--- src/rtl/arm_servo_ramp.sv ---
// ============================================================================
// arm_servo_ramp
// ----------------------------------------------------------------------------
// Rate-limited motion controller for the arm's servo PWM channels.
//
// Per-joint target pulse widths arrive over a valid/ready command port. Once
// per frame the controller sweeps the channels in order, one per clock. Each
// channel's current duty moves toward its target by at most STEP. The
// current duties drive the per-joint PWM generators directly, so a commanded
// jump becomes a smooth, bounded-rate motion of the joint.
//
// Parameters
//   CH         number of servo channels (>= 2)
//   FRAME      frame length in clk cycles (2..2^20, and FRAME > CH+1)
//   STEP       largest duty change per channel per frame
//   DUTY_MIN   lower clamp applied to commanded duties
//   DUTY_MAX   upper clamp applied to commanded duties
//   DUTY_INIT  duty and target of every channel after reset
//
// Ports
//   clk         system clock (duty values are in units of this clock)
//   rst_n       synchronous, active-low reset
//   cmd_valid   a command is presented
//   cmd_ready   command accepted on a rising edge where valid && ready
//   cmd_ch      channel the command addresses (out-of-range is discarded)
//   cmd_duty    requested high time in clk cycles (clamped on accept)
//   duty_out    current duty, channel i at bits [i*20+19 : i*20]
//   frame_tick  one-cycle pulse in the last cycle of every frame
//   busy        registered: some channel has not yet reached its target
//   done        one-cycle pulse in the first cycle busy reads low again
// ============================================================================
module arm_servo_ramp #(
    parameter int CH        = 4,
    parameter int FRAME     = 1_000_000,
    parameter int STEP      = 500,
    parameter int DUTY_MIN  = 25_000,
    parameter int DUTY_MAX  = 125_000,
    parameter int DUTY_INIT = 75_000
) (
    input  logic                  clk,
    input  logic                  rst_n,
    input  logic                  cmd_valid,
    output logic                  cmd_ready,
    input  logic [$clog2(CH)-1:0] cmd_ch,
    input  logic [19:0]           cmd_duty,
    output logic [CH*20-1:0]      duty_out,
    output logic                  frame_tick,
    output logic                  busy,
    output logic                  done
);

    // ------------------------------------------------------------------------
    // Derived constants
    // ------------------------------------------------------------------------
    localparam int IDX_W  = $clog2(CH);
    localparam int FCNT_W = $clog2(FRAME);

    localparam logic [FCNT_W-1:0] FCNT_LAST = FCNT_W'(FRAME - 1);
    localparam logic [IDX_W-1:0]  IDX_LAST  = IDX_W'(CH - 1);

    localparam logic [19:0] STEP_V      = 20'(STEP);
    localparam logic [19:0] DUTY_MIN_V  = 20'(DUTY_MIN);
    localparam logic [19:0] DUTY_MAX_V  = 20'(DUTY_MAX);
    localparam logic [19:0] DUTY_INIT_V = 20'(DUTY_INIT);

    typedef enum logic {
        S_IDLE,     // waiting for the frame tick, commands accepted
        S_UPDATE    // sweeping channels, one per cycle, commands stalled
    } state_t;

    // ------------------------------------------------------------------------
    // Signals
    // ------------------------------------------------------------------------
    logic [FCNT_W-1:0] fcnt;

    state_t            state;
    state_t            state_nxt;
    logic [IDX_W-1:0]  idx;
    logic [IDX_W-1:0]  idx_nxt;

    logic [19:0]       cur [CH];   // duty currently driven to the PWM
    logic [19:0]       tgt [CH];   // clamped commanded duty

    logic              cmd_accept;
    logic [19:0]       cmd_duty_clamped;

    logic [19:0]       sel_cur;
    logic [19:0]       sel_tgt;
    logic [19:0]       sel_diff;
    logic              sel_up;
    logic [19:0]       sel_next;

    logic              any_diff;
    logic              busy_q;
    logic              done_q;

    // ------------------------------------------------------------------------
    // Frame counter: 0..FRAME-1, the tick marks its last count.
    // ------------------------------------------------------------------------
    assign frame_tick = (fcnt == FCNT_LAST);

    // NOTE: every clocked process uses non-blocking assignments so that all
    // registers sample their inputs at the same instant of the edge.
    always_ff @(posedge clk) begin
        if (!rst_n) begin
            fcnt <= '0;
        end else if (frame_tick) begin
            fcnt <= '0;
        end else begin
            fcnt <= fcnt + FCNT_W'(1);
        end
    end

    // ------------------------------------------------------------------------
    // Sweep state machine
    // ------------------------------------------------------------------------
    always_ff @(posedge clk) begin
        if (!rst_n) begin
            state <= S_IDLE;
            idx   <= '0;
        end else begin
            state <= state_nxt;
            idx   <= idx_nxt;
        end
    end

    // NOTE: every output of this block gets a default before the case so no
    // path leaves a value unassigned and no latch is inferred.
    always_comb begin
        state_nxt = state;
        idx_nxt   = idx;
        cmd_ready = 1'b0;

        unique case (state)
            S_IDLE: begin
                cmd_ready = 1'b1;
                if (frame_tick) begin
                    state_nxt = S_UPDATE;
                    idx_nxt   = '0;
                end
            end

            S_UPDATE: begin
                if (idx == IDX_LAST) begin
                    state_nxt = S_IDLE;
                    idx_nxt   = '0;
                end else begin
                    idx_nxt = idx + IDX_W'(1);
                end
            end

            default: begin
                state_nxt = S_IDLE;
                idx_nxt   = '0;
            end
        endcase
    end

    // ------------------------------------------------------------------------
    // Command path
    // ------------------------------------------------------------------------
    // A command accepted together with the frame tick is written at the same
    // edge the sweep starts, so the sweep already sees the new target.
    assign cmd_accept = cmd_valid && cmd_ready;

    always_comb begin
        if (cmd_duty < DUTY_MIN_V) begin
            cmd_duty_clamped = DUTY_MIN_V;
        end else if (cmd_duty > DUTY_MAX_V) begin
            cmd_duty_clamped = DUTY_MAX_V;
        end else begin
            cmd_duty_clamped = cmd_duty;
        end
    end

    // ------------------------------------------------------------------------
    // Slew computation for the channel selected by idx
    // ------------------------------------------------------------------------
    // The select is a compare-per-channel mux, so an idx value beyond CH-1
    // (possible when CH is not a power of two) never indexes past the array.
    always_comb begin
        sel_cur = '0;
        sel_tgt = '0;
        for (int i = 0; i < CH; i++) begin
            if (idx == IDX_W'(i)) begin
                sel_cur = cur[i];
                sel_tgt = tgt[i];
            end
        end
    end

    // Both values stay inside [DUTY_MIN, DUTY_MAX], so the magnitude and the
    // +/- STEP moves cannot wrap.
    assign sel_up   = (sel_tgt > sel_cur);
    assign sel_diff = sel_up ? (sel_tgt - sel_cur) : (sel_cur - sel_tgt);

    always_comb begin
        if (sel_diff > STEP_V) begin
            sel_next = sel_up ? (sel_cur + STEP_V) : (sel_cur - STEP_V);
        end else begin
            sel_next = sel_tgt;
        end
    end

    // ------------------------------------------------------------------------
    // Per-channel duty and target storage
    // ------------------------------------------------------------------------
    // NOTE: these arrays are reset on purpose: every channel must restart at
    // DUTY_INIT, so they are built from flops rather than a RAM.
    // A command for a channel number >= CH matches no entry and is dropped
    // while its handshake still completes.
    always_ff @(posedge clk) begin
        if (!rst_n) begin
            for (int i = 0; i < CH; i++) begin
                cur[i] <= DUTY_INIT_V;
                tgt[i] <= DUTY_INIT_V;
            end
        end else begin
            for (int i = 0; i < CH; i++) begin
                if (cmd_accept && (cmd_ch == IDX_W'(i))) begin
                    tgt[i] <= cmd_duty_clamped;
                end
                if ((state == S_UPDATE) && (idx == IDX_W'(i))) begin
                    cur[i] <= sel_next;
                end
            end
        end
    end

    always_comb begin
        duty_out = '0;
        for (int i = 0; i < CH; i++) begin
            duty_out[i*20 +: 20] = cur[i];
        end
    end

    // ------------------------------------------------------------------------
    // Busy / done
    // ------------------------------------------------------------------------
    always_comb begin
        any_diff = 1'b0;
        for (int i = 0; i < CH; i++) begin
            any_diff = any_diff | (cur[i] != tgt[i]);
        end
    end

    // done is computed from the value busy_q is about to take, so it rises
    // in the same cycle that busy first reads low.
    always_ff @(posedge clk) begin
        if (!rst_n) begin
            busy_q <= 1'b0;
            done_q <= 1'b0;
        end else begin
            busy_q <= any_diff;
            done_q <= busy_q && !any_diff;
        end
    end

    assign busy = busy_q;
    assign done = done_q;

endmodule

--- config.mk ---
export PLATFORM = sky130hd
export DESIGN_NAME = arm_servo_ramp
export DESIGN_NICKNAME = d
export VERILOG_FILES = /design/src/rtl/arm_servo_ramp.sv
export SDC_FILE = /design/constraint.sdc
export NUM_CORES = 1
export LEC_CHECK = 0
export ABC_AREA = 1
export CAP_MARGIN = 20
export CORE_MARGIN = 2
export CORE_UTILIZATION = 54
export DETAILED_ROUTE_END_ITERATION = 8
export PLACE_DENSITY = 0.78
export RECOVER_POWER = 50
export SKIP_CTS_REPAIR_TIMING = 1
export SLEW_MARGIN = 25
export SYNTH_ARGS = -nofsm -noshare
export SYNTH_HDL_FRONTEND = slang
export SYNTH_SLANG_ARGS = --single-unit
--- constraint.sdc ---
create_clock -name clk -period 4.8 [get_ports clk]
set_input_delay 0.96 -clock clk [delete_from_list [all_inputs] [get_ports clk]]
set_output_delay 0.96 -clock clk [all_outputs]
set_load 0.005 [all_outputs]
==> reports/qor.yml <==
worst_setup_path:
  crit_end: "cur[3][16]"
  cp_top_family: "adder cells"
  r2r-start: "idx[1]"
  path_max_fanout: 12
  cp_num_buf_inv: 8
  slowest_delay_ns: 0.36
  cp_data_required_time_ns: 4.97
  r2r_end: "cur[3][16]"
  critical_path_arrival_ns: 4.86
  cp_slowest_cell: "fa_2"
  crit_type: "flop to flop"
  worstSetupStartpoint: "idx[1]"
  startpoint_type: "flop"
  r2r_slack_ns: 0.11
  crit_cells: 28
  reg2reg_depth: 28
  cpMostUsedCell: "nand2_1"
  worstSetupEndpointType: "flop"
clock_tree:
  htree_levels: 4
  max-clock-path-buffers: 2
  numCtsBuffers: 17
  cts_tree: "built"
  root_buffer: "clkbuf_16"
  clock_latency_ns: 0.45
  cts_sinks: 185
  cts.clk_slew.worst_paths_ns: 0.07
cells_and_area:
  drive_gt1_share_pct: 12.66
  area_growth_syn_to_layout_pct: 21.64
  nets: 1978
  diodes: 0
  stdcell_area_um2: 16210
  nFillCells: 2069
logic_synthesis:
  avgSynthCellArea_um2: 7.782
  synth_warnings: 0
  ys_seq_area_share_pct: 39.82
  synthCells: 1712
  yosysUniqueCellTypes: 52
  synth_area_um2: 13320
  ys_ff_latch: 185
run_status:
  violations: "capacitance limit, slew limit"
  outcome: "finished, violations left"
drt:
  firstDrtPassIters: 8
  drc: 0
  routed_via_density: 5.891
  wl_mm: 46.65
  drtAntennaViolNets: 0
  wire_per_inst_um: 20.95
  drt_iter0_markers: 1509
  vias: 13120
timing:
  worst_slack_ns: 0.1066
  skew_ns: 0.01552
  clock.fmax_ghz: 0.2131
  final_max_slew_viol_count: 42
  min_period_over_period_pct: 97.78
  setup_violations: 0
  finalHoldViolCount: 0
  fin_crit_ns: 4.693
  relSlewSlack_pct: -9.375
  worstMarginPinSlew_ns: 1.641
die:
  row_count: 57
  die_y_um: 161.1
  die_w_um: 161.1
  ios: 109
  initial_utilization_pct: 54.94
  dieArea_um2: 25940
  core_um2: 24250
pwr:
  switching_share_pct: 31.44
  combPwrFrac_pct: 20.3
  p_per_area_nw_per_um2: 251.6
  seqPwrFrac_pct: 45.1
  switchingPower_w: 0.001282
  peakVddDrop_mv: 0.3018
  clockPowerShare_pct: 34.6
  power_w: 0.004077
  leakage_nw: 7.001
  internal_power_w: 0.002795
flow_run:
  drv_cap: 2
grt:
  grt_max_degree: 42
  antenna_found_initial: 0
  grt_pass1_vias: 12410
  grt_pass1_wl_mm: 69.93
  track_usage_pct: 35.39
  globalRouteOverflowTotal: 0
hold_path:
  hold_class: "flop to flop"
placed_design:
  dp_slack_ns: -0.2356
  io_buffers: 108
  gp_congestion: 0.9991
  dp_hpwl_mm: 36.01
  place_area_um2: 15350
## worst min-delay path: stages, from the launching register on
cell and delay (ns):
dfxtp_1 0.32, nand2_1 0.06, nor2_1 0.04
## metal layers
layer | vias up | wire length [µm] | global-route usage (%)
met3 | 141 | 5280 | 7.216
met4 | 0 | 1942 | 14.25
met5 | - | 0 | 0
met1 | 6035 | 17760 | 46.12
met2 | 880 | 21670 | 58.06
li1 | 6063 | - | -
## sequential cells by signal, summed over array words and instances, names as in the netlist
signal / cells
busy: 1
idx: 2
done: 1
cur: 80
fcnt: 20
tgt: 80
state: 1
## metrics by stage
stage                     hold slack [ns]  TNS, ns  instances  utilization [%]
final                              0.4641        0       2227            66.83
after global routing               0.4776  -0.5203       2227            66.83
after CTS                          0.4717   -4.101       2220            65.68
after detailed placement           0.4557   -3.641       2188            63.29
after global placement             0.4340        0       2188            63.28
after floorplan                    0.4295        0       1723                -
## power groups by stage
| stage | clock, W | sequential, W | combinational (W) |
|---|---|---|---|
| final | 0.00141 | 0.00184 | 0.000827 |
| after detailed placement | 0 | 0.00187 | 0.000769 |
| after global routing | 0.00146 | 0.00184 | 0.000900 |
| after floorplan | 0 | 0.00185 | 0.000507 |
| after CTS | 0.00140 | 0.00183 | 0.000774 |
| after global placement | 0 | 0.00187 | 0.000757 |
## how the worst min path moves through the flow
stage,from,to,depth (start not counted)
after floorplan,fcnt[0],fcnt[0],1
after global placement,busy,done,2
after detailed placement,busy,done,2
after CTS,busy,done,2
after global routing,busy,done,2
final,busy,done,2
## cell usage after synthesis, drive strengths merged
cell type	instances	area share [%]
a211oi	1	0.056
dfxtp	25	3.8
buf	18	0.80
clkbuf	31	0.87
edfxtp	160	36
o211ai	20	1.1
xnor2	26	1.7
fa	3	0.45
nand3	148	6.5
and2	2	0.094
nor3b	5	0.28
a211o	1	0.066
nor4	18	0.89
nor3	23	0.90
nor2	160	4.7
inv	231	6.5
xor2	66	4.3
a311oi	1	0.066
nor4b	2	0.13
o41ai	1	0.066
nand4	38	1.8
a22oi	38	2.1
o21bai	3	0.17
a21boi	1	0.056
conb	1	0.028
ha	60	5.6
a221oi	1	0.066
o21ai	47	1.8
nand3b	6	0.46
or2	17	0.80
a22o	3	0.20
a21o	2	0.11
o31ai	1	0.056
a31oi	5	0.23
nand2	425	12
o21a	17	0.96
clkinv	6	0.17
a21oi	99	3.7
## cells by family (layout without fill, tap and decap cells)
kind of cell / count (synthesis) / in the layout / synth area share, %
simple gates: 844 / 844 / 28.76
buf+inv: 286 / 466 / 8.349
compound gates: 241 / 241 / 10.91
flops: 185 / 185 / 39.82
xor+xnor: 92 / 92 / 6.048
fa+ha+maj: 63 / 63 / 6.086
other cells: 1 / 12 / 0.02815
## layout by cell type, fill, tap and decap left out, drive strengths merged, types with 47 or more instances in the layout
cell type,count
inv,238
a21oi,99
o21ai,47
xor2,66
ha,60
nor2,160
buf,85
dlygate4sd3,83
nand3,148
nand2,425
edfxtp,160
## area by class of cell
cell class	instances	area, µm²	area share (%)
multi-input cells	1252	7202	44.44
flip-flops and latches	185	5306	32.74
repair buffers	197	1815	11.20
inverters	237	897.1	5.536
clock buffers	18	429.2	2.648
well taps	324	405.4	2.502
clock inverters	14	150.1	0.9265
Note: power is estimated with default switching activity, not from simulation.
